### config.mk
export PLATFORM = sky130hd
export DESIGN_NAME = alu_mult_seq_flat
export DESIGN_NICKNAME = d
export VERILOG_FILES = /design/src/rtl/alu_mult_seq_if.sv /design/src/rtl/alu_mult_seq.sv /design/src/flat_wrapper.sv
export SDC_FILE = /design/constraint.sdc
export NUM_CORES = 1
export LEC_CHECK = 0
export BUFFER_PORTS_ARGS = -buffer_cell sky130_fd_sc_hd__clkbuf_2
export CORE_MARGIN = 8
export CORE_UTILIZATION = 49
export CTS_CLUSTER_SIZE = 8
export DETAILED_ROUTE_END_ITERATION = 8
export PLACE_DENSITY = 0.73
export SYNTH_ARGS = -nofsm -noshare
export SYNTH_HDL_FRONTEND = slang
export SYNTH_SLANG_ARGS = --single-unit
### constraint.sdc
create_clock -name CLK -period 1.9 [get_ports CLK]
set_input_delay 0.38 -clock CLK [delete_from_list [all_inputs] [get_ports CLK]]
set_output_delay 0.38 -clock CLK [all_outputs]
set_load 0.02 [all_outputs]
### src/rtl/alu_mult_seq_if.sv
// Shared ALU types and the ALU port bundle used by the sequential multiplier.
package alu_pkg;
  typedef logic [31:0] word_t;

  typedef enum logic [3:0] {
    ALU_SLL = 4'd0,
    ALU_SRL = 4'd1,
    ALU_ADD = 4'd2,
    ALU_SUB = 4'd3,
    ALU_AND = 4'd4,
    ALU_OR  = 4'd5,
    ALU_XOR = 4'd6,
    ALU_NOR = 4'd7,
    ALU_SLT = 4'd8,
    ALU_SLTU = 4'd9
  } aluop_t;
endpackage

// ALU port bundle: the ALU owns outport and flags, the initiator owns operands and op.
interface alu_if;
  import alu_pkg::*;

  word_t  portA;
  word_t  portB;
  word_t  outport;
  aluop_t aluop;
  logic   negative;
  logic   overflow;
  logic   zero;

  modport alu (input portA, portB, aluop, output outport, negative, overflow, zero);
  modport tb  (output portA, portB, aluop, input outport, negative, overflow, zero);
endinterface

### src/rtl/alu_mult_seq.sv
// Iterative shift-add unsigned multiplier. Borrows the datapath ALU adder for the
// accumulate step; keeps all shift/count state locally. Low 32 product bits plus a
// sticky flag that is set whenever the true product needs more than 32 bits.
module alu_mult_seq
  import alu_pkg::*;
#(
  parameter int NBITS      = 32,
  parameter int EARLY_EXIT = 1
) (
  input  logic        CLK,
  input  logic        nRST,
  input  logic        start,
  input  logic [31:0] op_a,
  input  logic [31:0] op_b,
  output logic        busy,
  output logic        done,
  output logic [31:0] product,
  output logic        ovf,
  alu_if.tb           aluif
);

  localparam int CW = $clog2(NBITS + 1);
  localparam logic [CW-1:0] LAST_COUNT = CW'(NBITS - 1);
  localparam logic [31:0] B_MASK = (NBITS >= 32) ? 32'hFFFF_FFFF
                                                 : ((32'd1 << NBITS) - 32'd1);

  localparam logic [1:0] S_IDLE = 2'd0;
  localparam logic [1:0] S_LOAD = 2'd1;
  localparam logic [1:0] S_ITER = 2'd2;
  localparam logic [1:0] S_DONE = 2'd3;

  logic [1:0]    state_q, state_d;
  logic [31:0]   a_lat_q, a_lat_d;
  logic [31:0]   b_lat_q, b_lat_d;
  logic [31:0]   acc_q, acc_d;
  logic [31:0]   mcand_q, mcand_d;
  logic [31:0]   mplier_q, mplier_d;
  logic [CW-1:0] count_q, count_d;
  logic          sticky_q, sticky_d;
  logic [31:0]   product_q, product_d;
  logic          ovf_q, ovf_d;

  // Flags from the ALU carry no information for an unsigned add chain.
  logic unused_flags;
  assign unused_flags = aluif.negative ^ aluif.overflow ^ aluif.zero;

  // The ALU always computes acc + mcand; ITER decides whether to keep the sum.
  assign aluif.portA = acc_q;
  assign aluif.portB = mcand_q;
  assign aluif.aluop = ALU_ADD;

  assign busy    = (state_q == S_LOAD) || (state_q == S_ITER);
  assign done    = (state_q == S_DONE);
  assign product = product_q;
  assign ovf     = ovf_q;

  // Next-state and datapath update for the four-state multiply sequence.
  always_comb begin
    state_d   = state_q;
    a_lat_d   = a_lat_q;
    b_lat_d   = b_lat_q;
    acc_d     = acc_q;
    mcand_d   = mcand_q;
    mplier_d  = mplier_q;
    count_d   = count_q;
    sticky_d  = sticky_q;
    product_d = product_q;
    ovf_d     = ovf_q;

    case (state_q)
      S_IDLE, S_DONE: begin
        // DONE accepts back-to-back requests just like IDLE.
        if (start) begin
          a_lat_d = op_a;
          b_lat_d = op_b & B_MASK;
          state_d = S_LOAD;
        end else begin
          state_d = S_IDLE;
        end
      end
      S_LOAD: begin
        acc_d    = '0;
        mcand_d  = a_lat_q;
        mplier_d = b_lat_q;
        count_d  = '0;
        sticky_d = 1'b0;
        state_d  = S_ITER;
      end
      S_ITER: begin
        if ((EARLY_EXIT != 0) && (mplier_q == '0)) begin
          // Nothing left to add: finish without touching the working registers.
          state_d = S_DONE;
        end else begin
          if (mplier_q[0]) begin
            acc_d = aluif.outport;
            // A wrapped sum is smaller than the addend it started from.
            if (aluif.outport < acc_q) begin
              sticky_d = 1'b1;
            end
          end
          // A set bit shifted out still has a multiplier bit above it to weigh it.
          if (mcand_q[31] && (mplier_q[31:1] != '0)) begin
            sticky_d = 1'b1;
          end
          mcand_d  = mcand_q << 1;
          mplier_d = mplier_q >> 1;
          count_d  = count_q + 1'b1;
          if (count_q == LAST_COUNT) begin
            state_d = S_DONE;
          end
        end
        // Result registers change only as the operation completes.
        if (state_d == S_DONE) begin
          product_d = acc_d;
          ovf_d     = sticky_d;
        end
      end
      default: state_d = S_IDLE;
    endcase
  end

  // State and datapath registers; reset aborts any operation in flight.
  always_ff @(posedge CLK or negedge nRST) begin
    if (!nRST) begin
      state_q   <= S_IDLE;
      a_lat_q   <= '0;
      b_lat_q   <= '0;
      acc_q     <= '0;
      mcand_q   <= '0;
      mplier_q  <= '0;
      count_q   <= '0;
      sticky_q  <= 1'b0;
      product_q <= '0;
      ovf_q     <= 1'b0;
    end else begin
      state_q   <= state_d;
      a_lat_q   <= a_lat_d;
      b_lat_q   <= b_lat_d;
      acc_q     <= acc_d;
      mcand_q   <= mcand_d;
      mplier_q  <= mplier_d;
      count_q   <= count_d;
      sticky_q  <= sticky_d;
      product_q <= product_d;
      ovf_q     <= ovf_d;
    end
  end

endmodule

### src/flat_wrapper.sv
// flat-port wrapper written by rule: the top's interface ports become plain ports
module alu_mult_seq_flat import alu_pkg::*;
#(
  parameter int NBITS      = 32,
  parameter int EARLY_EXIT = 1
)
  (CLK, nRST, start, op_a, op_b, busy, done, product, ovf, aluif_portA, aluif_portB, aluif_aluop, aluif_outport, aluif_negative, aluif_overflow, aluif_zero);
  alu_if aluif_i ();
  input  logic CLK;
  input  logic nRST;
  input  logic start;
  input  logic [31:0] op_a;
  input  logic [31:0] op_b;
  output logic busy;
  output logic done;
  output logic [31:0] product;
  output logic ovf;
  output wire logic [$bits(aluif_i.portA)-1:0] aluif_portA;
  output wire logic [$bits(aluif_i.portB)-1:0] aluif_portB;
  output wire logic [$bits(aluif_i.aluop)-1:0] aluif_aluop;
  input wire logic [$bits(aluif_i.outport)-1:0] aluif_outport;
  input wire logic [$bits(aluif_i.negative)-1:0] aluif_negative;
  input wire logic [$bits(aluif_i.overflow)-1:0] aluif_overflow;
  input wire logic [$bits(aluif_i.zero)-1:0] aluif_zero;
  assign aluif_portA = aluif_i.portA;
  assign aluif_portB = aluif_i.portB;
  assign aluif_aluop = aluif_i.aluop;
  assign aluif_i.outport = aluif_outport;
  assign aluif_i.negative = aluif_negative;
  assign aluif_i.overflow = aluif_overflow;
  assign aluif_i.zero = aluif_zero;
  alu_mult_seq #(.NBITS(NBITS), .EARLY_EXIT(EARLY_EXIT)) u_core (.CLK(CLK), .nRST(nRST), .start(start), .op_a(op_a), .op_b(op_b), .busy(busy), .done(done), .product(product), .ovf(ovf), .aluif(aluif_i));
endmodule
; ---- After elaboration in Yosys (flattened, before gate mapping)
; Cells that the tools add are included.
[word_totals]
rom_bits = 0
memories = 0
output_inout_bits = 103
inputBits = 102
mem_bits_rw = 0
latch_bits = 0
word_cells = 47
reg_bits = 202
[classes]
multipliers = 0
magnitude_cmp = 1
add_sub_neg = 1
muxes = 19
shifts = 0
n_reduce_logical = 10
n_eq_ne = 6
n_div = 0
n_bitwise = 0
[ops]
columns = cell, n
row1 = $pmux 32 s2, 3
row2 = $mux 32, 4
row3 = $logic_not 32->1, 1
row4 = $lt 32x32->1, 1
row5 = $reduce_bool 31->1, 1
row6 = $pmux 6 s2, 1
row7 = $add 6x1->6 const B, 1
row8 = $eq 2x2->1 const B, 3
row9 = $eq 6x5->1 const B, 1
row10 = $mux 2, 3
row11 = $mux 6, 1
row12 = $pmux 2 s3, 1
row13 = $reduce_and 2->1, 3
row14 = $mux 1, 5
row15 = $eq 2x1->1 const B, 1
row16 = $logic_not 2->1, 1
row17 = $ne 2x2->1 const B, 1
row18 = $pmux 1 s2, 1
row19 = $reduce_bool 2->1, 1
row20 = $reduce_or 2->1, 1
row21 = $logic_and 1x1->1, 1
row22 = $logic_or 1x1->1, 1

; ---- Longest topological paths before layout
; Gate-level depths: netlist of run 1.
[depth]
ltp_word = 6
mapped_depth = 10
depth_no_buf = 8

; ---- Worst setup path after synthesis of run 1
; Ideal clock, no wire load.
[synth_timing]
kind = register -> register
start = register u_core.acc_q[7], in the netlist u_core.aluif.portA[7]
end = register u_core.ovf_q, in the netlist u_core.ovf
arrival_ps = 1992
path_stages_with_launch = 9
setup_time_ps = 123
slack_ps = -216
synth_period_minus_slack_ps = 2116
t_required_ps = 1777
path_buffers = 0
path_cell_list = dfrtp_1 inv_1 ha_1 nand4_1 or3_1 o311a_1 a211oi_1 o311a_1 mux2i_1
[synth_via]
elab_chain_cells = 5
[synth_rtl]
columns = element, line_no
row1 = "start, declared", alu_mult_seq.sv:35  ; logic [31:0] acc_q, acc_d;
row2 = "start signal, assigned", alu_mult_seq.sv:128  ; acc_q <= '0;
row3 = "start signal, assigned", alu_mult_seq.sv:139  ; acc_q <= acc_d;
row4 = $lt 32x32->1, alu_mult_seq.sv:97  ; if (aluif.outport < acc_q) begin
row5 = $mux 1, alu_mult_seq.sv:97
row6 = $mux 1, alu_mult_seq.sv:94  ; if (mplier_q[0]) begin
row7 = $mux 1, alu_mult_seq.sv:102  ; if (mcand_q[31] && (mplier_q[31:1] != '0)) begin
row8 = $mux 1, alu_mult_seq.sv:90  ; if ((EARLY_EXIT != 0) && (mplier_q == '0)) begin
row9 = "end signal, assigned", alu_mult_seq.sv:145  ; ovf_q <= ovf_d;
row10 = "end, declared", alu_mult_seq.sv:41  ; logic ovf_q, ovf_d;
; Every way passes these cells.
; A chain may end at the register's enable or synchronous reset.

; ---- Final worst setup path of run 1
[layout_timing]
start = register u_core.mplier_q[11]
end = register u_core.mcand_q[27], in the netlist u_core.aluif.portB[27]
[layout_via]
elab_chain_cells = 3
[layout_rtl]
columns = element, line_no
row1 = "start, declared", alu_mult_seq.sv:37  ; logic [31:0] mplier_q, mplier_d;
row2 = "start signal, assigned", alu_mult_seq.sv:141  ; mplier_q <= mplier_d;
row3 = $logic_not 32->1, alu_mult_seq.sv:90
row4 = $ne 2x2->1 (no source line), --
row5 = $reduce_and 2->1 (no source line), --
row6 = "end signal, assigned", alu_mult_seq.sv:140  ; mcand_q <= mcand_d;
row7 = "end, declared", alu_mult_seq.sv:36  ; logic [31:0] mcand_q, mcand_d;
; Every way passes these cells.

==> results of run 1 <==
-- cell usage in the layout (no fill, tap or decap), types with 31 or more instances in the layout --
cell type and count:
clkbuf_16 34, o21ai_2 34, clkbuf_2 194, nand2_1 82
ha_1 31, buf_4 98, mux2i_1 76, dfrtp_1 196
inv_1 35, a21oi_1 48, o21ai_1 42, mux2_2 64
-- repair_timing --
item,4_1_cts,5_1_grt
hold endpoints to repair,51,0
gates resized for setup,102,88
cloned,10,7
endpoints found under the setup margin,104,117
hold buffers,1,0
buffers inserted,18,10
pin swaps,25,23
-- through the flow --
stage                     hold WS, ns  power (mW)
after floorplan                0.0844        13.9
after global placement          0.403        17.2
after CTS                      0.0675        24.6
after global routing           0.0764        27.6
after detailed placement        0.406        17.6
final                          0.0847        26.1
-- cell type report --
type,instances,area [sq um]
fill,1312,5520
sequential,202,5060
multi-input combinational,557,4330
timing repair buffer,338,2600
clock buffer,33,741
tap,234,293
inverter,40,154
clock inverter,1,7.51
antenna,1,2.50
-- routing by layer --
metal  GRT usage  wire length, microns  vias to the layer above
met4      0.0705                   586                        2
met1       0.251                 11000                     3777
met2       0.360                 13600                      215
li1            -                     -                     3629
met3      0.0496                  1580                       54
met5           0                    13                        -
-- registers in the layout, summed over array words and instances, names as in the netlist --
name,count
u_core.b_lat_q,32
u_core.state_q,2
u_core.aluif.portB,32
u_core.product,32
u_core.aluif.portA,32
u_core.count_q,6
u_core.sticky_q,1
u_core.ovf,1
u_core.mplier_q,32
u_core.a_lat_q,32
-- synthesized netlist by cell type (7+ instances only) --
cell type | number | area, sq um
dfrtp_1 | 202 | 5050
nand2_1 | 111 | 417
o21ai_0 | 94 | 470
mux2i_1 | 76 | 761
mux2_2 | 64 | 721
a21oi_1 | 48 | 240
inv_1 | 40 | 150
ha_1 | 35 | 438
clkbuf_1 | 27 | 101
nor2_1 | 27 | 101
o22ai_1 | 20 | 125
a22o_1 | 15 | 131
buf_2 | 10 | 50.1
o21ai_2 | 10 | 87.6
nand3_1 | 9 | 45.0
buf_4 | 7 | 52.6
nor4_1 | 7 | 43.8
-- power by group --
group / total [mW] / switching (mW) / internal [mW]
clock: 4.44 / 1.76 / 2.68
sequential: 7.67 / 1.43 / 6.24
combinational: 14.0 / 7.16 / 6.83
-- final timing paths --
path	startpoint	end	slack (ns)	cells after the start
hold / removal	op_b[24]	u_core.b_lat_q[24]	0.08	2
setup / recovery	u_core.mplier_q[11]	u_core.aluif.portB[27]	-0.31	11
hold reg to reg	u_core.product[14]	u_core.product[14]	0.47	2
setup reg to reg	u_core.mplier_q[11]	u_core.aluif.portB[27]	-0.31	11
max in group asynchronous	nRST	u_core.aluif.portB[22]	0.86	3
min in group asynchronous	nRST	u_core.aluif.portA[23]	0.42	2
-- worst register-to-register path: stages (launching register included) --
cell	delay, ns
dfrtp_1	0.41
nor4_2	0.30
nand4_1	0.17
buf_4	0.20
o31ai_4	0.22
and2_4	0.21
buf_12	0.13
buf_12	0.11
buf_12	0.11
buf_12	0.14
nand2_4	0.06
o21ai_4	0.07
-- cells by family after synthesis --
group / share of synthesized area
multiplexers: 0.158
AND/OR/NAND/NOR: 0.0783
adder cells (fa/ha/maj): 0.0468
AO/OA/AOI/OAI: 0.129
XOR/XNOR: 0.000937
other: 0.000803
flip-flops: 0.541
buffers and inverters: 0.0450
==> results.ini, run 1 <==
[status]
outcome = finished with violations
violations = negative setup slack

[cts]
cts_tree = done
cts-buffers-inserted = 29
clk_pin_slew_ns = 0.05
numClockSinks = 202
cts_root_buffer = clkbuf_16
insertion_delay_ns = 0.53
h-tree-depth = 1
clk_path_buf_depth = 3

[setup_path]
start_kind = flop
critPathCaptureType = flop
cp_max_fo = 6
crit_buf_inv = 5
crit_path_max_incr_delay_ns = 0.41
critPathRequiredTime_ns = 2.33
crit_top_cell = buf_12
crit_arrival_ns = 2.64
path_class = reg2reg
cp_slowest_cell = dfrtp_1
timing.critical_path.cells = nor4_2 -> nand4_1 -> buf_4 -> o31ai_4 -> and2_4 -> buf_12 -> buf_12 -> buf_12 -> buf_12 -> nand2_4 -> o21ai_4
path_delay_family = simple AND/OR/NAND/NOR gates

[die]
coreArea_sq_um = 18700
die_h_microns = 154
start_util = 0.500
die_area_sq_um = 23800
dieWidth_microns = 154
num_rows = 50
io_pins = 205

[place]
pre_cts_ws_ns = -0.280
place_area_sq_um = 11300
gp_congestion = 0.821
place.port_buffers = 197
hpwl_microns = 16500
place_inst = 1329

[routing]
ant_nets = 0
first_iter_violations = 309
vias = 7677
first_pass_iters = 4
wl_per_cell_microns = 19.1
remaining_drc_errors = 0
via_per_inst = 5.46
totalWireLength_microns = 26800

[cells_and_area]
finalNetCount = 1305
final_design_area_no_fill_sq_um = 13200
utilization = 0.705
area.growth.synth_to_final_pct = 41.1
layoutNonFillerInstCount = 1406
drive_above_1_share = 0.451

[timing]
finalCritPeriodShare = 1.16
grt_setup_unrepaired = yes
layout_min_cycle_time_ns = 2.21
finalHoldViolations = 0
fin_worst_skew_ns = 0.0164
finalSetupViolCount = 105
slew_headroom = 0.580
setup-tns-final_ns = -21.26
worst_pin_slew_ns = 0.629
worst_slack_ns = -0.308
maxSlewViolCount = 0
max_clock_freq_mhz = 453

[synth]
ys.flop_type = dfrtp_1
synth_sequential_area_ratio = 0.541
async_flop_share = 1.00
ys_types = 39
ys_ff_latch = 202
postSynthCellCount = 850
netlist_area_sq_um = 9350
syn_area_per_cell_sq_um = 11.0
synth_edf_count = 0
yosysWarnings = 0

[power_and_ir_drop]
powerDensity_nw_per_um2 = 1980
vdd.ir_drop.worst_uv = 1160
p_leak_nw = 6.41

[grt]
grt_max_degree = 58
grt_pass1_vias = 8054
antenna_found_initial = 2
grt_usage = 0.208
grt_pass1_wl_microns = 40800
grt-ovfl-total = 0

[flow_run]
maxCapViolations = 0

[min_path]
hp-class = in2reg

No activity file was read; power rests on OpenSTA's default activity.
==> run 2, diff against run 1 <==
CORE_UTILIZATION = 55   (was 49)
PLACE_DENSITY = 0.78   (was 0.73)
clock period = 2.5 ns   (was 1.9 ns; I/O delays follow)
==> run 2 against run 1 <==
Net effect: the flow now finishes without violations; register-to-register slack better by 0.64 ns; first-iteration DRC count shrank 11%; sequential power shrank 25%; combinational power is 51% lower; sequential share of layout area rose by 6.1 points; largest cell class unchanged; critical endpoint is now u_core.product[31].
==> results.ini, run 2 (synthesized netlist as in run 1, its figures left out) <==
[cells_and_area]
finalNetCount = 1182  ; -9.4%
final_cell_mix = dfrtp_1, clkbuf_2, nand2_1, o21ai_0, mux2i_1
layoutNonFillerInstCount = 1265  ; -10%
final_design_area_no_fill_sq_um = 11400  ; -14%
utilization = 0.686  ; -0.0192
drive_above_1_share = 0.310  ; -0.141
layout_commonest_cell = dfrtp_1
insertedDiodeCount = 0  ; -1
area.growth.synth_to_final_pct = 21.7

[power_and_ir_drop]
vdd.ir_drop.worst_uv = 804  ; -31%
internal_power_mw = 9.67  ; -39%
p_leak_nw = 5.48  ; -15%
combinationalPowerShare = 0.434  ; -0.102
seqPwrFrac = 0.360  ; +0.066
total_power_mw = 15.9  ; -39%
sw_frac_of_total = 0.391  ; -0.00554
net-switching-power_mw = 6.21  ; -40%
powerDensity_nw_per_um2 = 1400  ; -29%
clkPwrFrac = 0.206  ; +0.036

[setup_path]
cp_slowest_cell = dfrtp_1
critPathRequiredTime_ns = 2.87  ; +0.54 ns
critPathCaptureType = flop
crit_arrival_ns = 2.54  ; -0.10 ns
cp_max_fo = 51  ; +45
timing.critical_path.cells = nor4_1 -> nand4_1 -> nor3_1 -> buf_4 -> o31ai_4 -> buf_12 -> nand2_1 -> o21ai_0
crit_path_max_incr_delay_ns = 0.39  ; -0.02 ns
start_kind = flop
path_class = reg2reg

[grt]
antenna_found_initial = 0  ; -2
grt_max_degree = 67  ; +16%
grt-ovfl-total = 0  ; unchanged
grt_pass1_vias = 7200  ; -11%
grt_pass1_wl_microns = 35900  ; -12%
grt_usage = 0.198  ; -0.0103

[cts]
cts_tree = done
numClockSinks = 202  ; unchanged
cts_root_buffer = clkbuf_16
clk_path_buf_depth = 3  ; unchanged
insertion_delay_ns = 0.51  ; -0.02 ns
cts-buffers-inserted = 29  ; unchanged
h-tree-depth = 1  ; unchanged
clk_pin_slew_ns = 0.05  ; about the same
postCtsResizedCells = 0  ; -100%

[die]
num_rows = 47  ; -6.0%
die_h_microns = 146  ; -5.0%
die_area_sq_um = 21400  ; -9.8%
coreArea_sq_um = 16600  ; -11%
start_util = 0.564  ; +0.0640
io_pins = 205  ; unchanged
dieWidth_microns = 146  ; -5.0%

[place]
place_inst = 1233  ; -7.2%
hpwl_microns = 14800  ; -10%
place.port_buffers = 197  ; unchanged
place_area_sq_um = 10600  ; -6.3%
pre_cts_ws_ns = 0.142  ; +0.423 ns
gp_congestion = 0.793  ; -3.4%

[timing]
layout_min_cycle_time_ns = 2.16  ; -0.0443 ns
holdWs_ns = 0.218  ; +0.133 ns
finalHoldViolations = 0  ; unchanged
grt_setup_unrepaired = no
fin_worst_skew_ns = 0.0101  ; -0.00622 ns
max_clock_freq_mhz = 462  ; +2.0%
slew_headroom = 0.562  ; -0.0186
finalSetupViolCount = 0  ; -100%
worst_pin_slew_ns = 0.657  ; +0.0279 ns
maxSlewViolCount = 0  ; unchanged
setup-tns-final_ns = 0  ; +21.26 ns
worst_slack_ns = 0.336  ; +0.644 ns
finalCritPeriodShare = 0.865  ; -0.297

[routing]
remaining_drc_errors = 0  ; unchanged
first_pass_iters = 4  ; unchanged
via_per_inst = 5.47  ; +0.24%
ant_nets = 0  ; unchanged
wl_per_cell_microns = 17.0  ; -11%
totalWireLength_microns = 21500  ; -20%
vias = 6924  ; -9.8%
first_iter_violations = 274  ; -11%

[flow_run]
maxCapViolations = 0  ; unchanged

[status]
outcome = completed

[min_path]
hp-class = in2reg

-- run 2: critical path, delay by kind of cell, from the launching register on --
| family | cells | cell delay (ns) |
|---|---|---|
| compound gates | 2 | 0.25 |
| buf+inv | 2 | 0.39 |
| flops | 1 | 0.39 |
| simple gates | 4 | 0.97 |
-- run 2: final timing paths --
path / endpoint / depth (start not counted) / slack, ns / start
max in group asynchronous: u_core.b_lat_q[15] / 3 / 1.29 / nRST
worst max register to register: u_core.product[31] / 8 / 0.34 / u_core.mplier_q[13]
worst min register to register: u_core.product[9] / 2 / 0.48 / u_core.product[9]
worst max-delay path: u_core.product[31] / 8 / 0.34 / u_core.mplier_q[13]
min in group asynchronous: u_core.aluif.portA[10] / 2 / 0.53 / nRST
worst min-delay path: u_core.b_lat_q[0] / 2 / 0.22 / op_b[0]
-- run 2: final cells by class --
class                           instances  area, sq um
Clock buffer                           30          729
Clock inverter                          1         8.76
Fill cell                            1278         5210
Inverter                               40          150
Multi-Input combinational cell        557         3910
Sequential cell                       202         5060
Tap cell                              220          275
Timing Repair Buffer                  215         1240
-- run 2: power by group through the flow --
| stage | registers [mW] | clock network [mW] | logic (mW) |
|---|---|---|---|
| final | 5.72 | 3.27 | 6.89 |
| after CTS | 5.72 | 3.36 | 6.97 |
| after global placement | 5.68 | 0 | 6.71 |
| after detailed placement | 5.74 | 0 | 6.94 |
| after floorplan | 6.18 | 0 | 4.38 |
| after global routing | 5.91 | 3.49 | 7.62 |
-- run 2: per-layer routing --
| layer | global-route usage | vias to the layer above | part of all wire |
|---|---|---|---|
| met5 | 0 | - | 0 |
| met4 | 0.0546 | 0 | 0.017 |
| met3 | 0.0596 | 32 | 0.075 |
| met2 | 0.316 | 208 | 0.46 |
| met1 | 0.257 | 3322 | 0.44 |
| li1 | - | 3362 | - |
-- run 2: repair_timing --
action                                  in CTS  in global routing
endpoints found under the setup margin       0                  0
buffers inserted                             0                  0
endpoints found under the hold margin       52                  0
hold buffers                                 1                  0
==> run 3, diff against run 2 <==
CORE_UTILIZATION = 49   (was 55)
PLACE_DENSITY = 0.87   (was 0.78)
clock period = 1.75 ns   (was 2.5 ns; I/O delays follow)
==> run 3 against run 2 <==
Net effect: the flow now finishes with violations (negative setup slack); register-to-register slack worse by 0.75 ns; worst setup slack worse by 0.75 ns; combinational power grew 120%; power grew 81%; global-route usage is 1.4 points higher; first-iteration DRC count grew 53%; utilization grew 3.4 points; critical path type unchanged.
==> results.ini, run 3 (synthesized netlist as in run 1, its figures left out) <==
[cts]
cts-buffers-inserted = 29  ; unchanged
clk_pin_slew_ns = 0.05  ; about the same
numClockSinks = 202  ; unchanged
h-tree-depth = 1  ; unchanged
clk_path_buf_depth = 3  ; unchanged
insertion_delay_ns = 0.54  ; +0.03 ns
cts_tree = done
cts_root_buffer = clkbuf_16

[place]
place.port_buffers = 197  ; unchanged
hpwl_microns = 17000  ; +15%
gp_congestion = 0.800  ; +0.87%

[timing]
worst_slack_ns = -0.410  ; -0.746 ns
grt_setup_unrepaired = yes
finalSetupViolCount = 105  ; +105
finalHoldViolations = 0  ; unchanged
max_clock_freq_mhz = 463  ; +0.17%
setup-tns-final_ns = -30.36  ; -30.36 ns
fin_worst_skew_ns = 0.0134  ; +0.00327 ns
layout_min_cycle_time_ns = 2.16  ; -0.00366 ns
finalCritPeriodShare = 1.23  ; +0.369
maxSlewViolCount = 0  ; unchanged

[routing]
ant_nets = 0  ; unchanged
wl_per_cell_microns = 19.5  ; +15%
first_pass_iters = 4  ; unchanged
totalWireLength_microns = 27700  ; +29%
first_iter_violations = 420  ; +53%
vias = 7885  ; +14%
via_per_inst = 5.56  ; +1.7%
remaining_drc_errors = 0  ; unchanged

[min_path]
hp-class = in2reg

[die]
io_pins = 205  ; unchanged
num_rows = 50  ; +6.4%
die_h_microns = 154  ; +5.3%
dieWidth_microns = 154  ; +5.3%
coreArea_sq_um = 18700  ; +13%
die_area_sq_um = 23800  ; +11%
start_util = 0.500  ; -0.0640

[status]
outcome = finished with violations
violations = negative setup slack

[power_and_ir_drop]
combinationalPowerShare = 0.539  ; +0.105
powerDensity_nw_per_um2 = 2130  ; +53%
sw_frac_of_total = 0.405  ; +0.0139
internal_power_mw = 17.1  ; +77%
vdd.ir_drop.worst_uv = 1390  ; +72%
clkPwrFrac = 0.170  ; -0.036
seqPwrFrac = 0.290  ; -0.070
net-switching-power_mw = 11.6  ; +87%
p_leak_nw = 6.55  ; +19%

[setup_path]
crit_arrival_ns = 2.58  ; +0.04 ns
critPathCaptureType = flop
start_kind = flop
path_class = reg2reg
cp_max_fo = 8  ; -84%
critPathRequiredTime_ns = 2.17  ; -0.70 ns

[cells_and_area]
seqCellArea_sq_um = 5060  ; +0.15%
fillCellCount = 1229  ; -3.8%
layout_commonest_cell = dfrtp_1
area.growth.synth_to_final_pct = 44.0
insertedDiodeCount = 0  ; unchanged
drive_above_1_share = 0.503  ; +0.193
utilization = 0.720  ; +0.0339
finalNetCount = 1316  ; +11%
final_cell_mix = dfrtp_1, clkbuf_2, buf_4, mux2i_1, mux2_2
multi_input_area_sq_um = 4560  ; +17%

[grt]
grt-ovfl-total = 0  ; unchanged
grt_max_degree = 55  ; -18%
grt_pass1_vias = 8187  ; +14%
antenna_found_initial = 0  ; unchanged
grt_usage = 0.212  ; +0.0139
grt_pass1_wl_microns = 41500  ; +16%

[flow_run]
maxCapViolations = 0  ; unchanged

[run 3: changes by cell type in the layout (fill, tap and decap cells not counted), sizes merged]
cell / before / now
inv: 40 / 41
clkbuf: 227 / 235
buf: 17 / 146
[run 3: path summary, 6_finish.rpt]
path	slack, ns	start	cells after the start	endpoint
min reg2reg	0.48	u_core.product[23]	2	u_core.product[23]
max	-0.41	u_core.mplier_q[14]	11	u_core.product[3]
min in group asynchronous	0.33	nRST	2	u_core.product[29]
max reg2reg	-0.41	u_core.mplier_q[14]	11	u_core.product[3]
max in group asynchronous	0.72	nRST	3	u_core.a_lat_q[13]
min	0.04	op_b[24]	2	u_core.b_lat_q[24]
[run 3: cell type report]
type / instances / area share
sequential: 202 / 0.376
multi-input combinational: 557 / 0.339
timing repair buffer: 349 / 0.195
clock buffer: 33 / 0.0550
tap: 234 / 0.0217
inverter: 40 / 0.0113
clock inverter: 2 / 0.00214
[run 3: metrics by stage]
stage	hold slack, ns	instance area [sq um]	cells	power (mW)	setup slack, ns
global placement	0.324	11500	1347	19.2	-0.352
detailed placement	0.325	11500	1347	19.7	-0.364
floorplan	0.0544	9570	852	15.8	-0.246
CTS	0.0182	12800	1403	26.5	-0.278
finish	0.0424	13500	1417	28.7	-0.410
global route	0.0205	13500	1417	30.3	-0.530
[run 3: repair_timing]
item	CTS	global route
buffers inserted	14	7
resized for setup	58	149
pin swaps	15	55
endpoints found under the hold margin	39	0
setup endpoints to repair	106	164
hold buffers	1	0
gates cloned	6	11
[run 3: power groups by stage]
stage | sequential (mW) | clock [mW] | combinational (mW)
after floorplan | 8.85 | 0 | 6.95
after global placement | 7.96 | 0 | 11.2
after detailed placement | 8.08 | 0 | 11.6
after CTS | 8.11 | 4.97 | 13.4
after global routing | 8.55 | 5.15 | 16.7
final | 8.34 | 4.89 | 15.5
[run 3: critical path: stages (launching register included)]
cell and delay [ns]:
dfrtp_1 0.42, nor4_4 0.37, nand4_1 0.12, buf_4 0.18, buf_6 0.11, nor3_2 0.15
buf_4 0.16, o31ai_4 0.10, buf_4 0.17, buf_6 0.13, nand2_2 0.06, o21ai_1 0.07
[run 3: layer usage]
| metal | part of all wire | vias to the layer above | GRT usage |
|---|---|---|---|
| li1 | - | 3644 | - |
| met1 | 0.39 | 3923 | 0.256 |
| met3 | 0.077 | 50 | 0.0611 |
| met5 | 0 | - | 0 |
| met4 | 0.020 | 0 | 0.0532 |
| met2 | 0.51 | 268 | 0.365 |
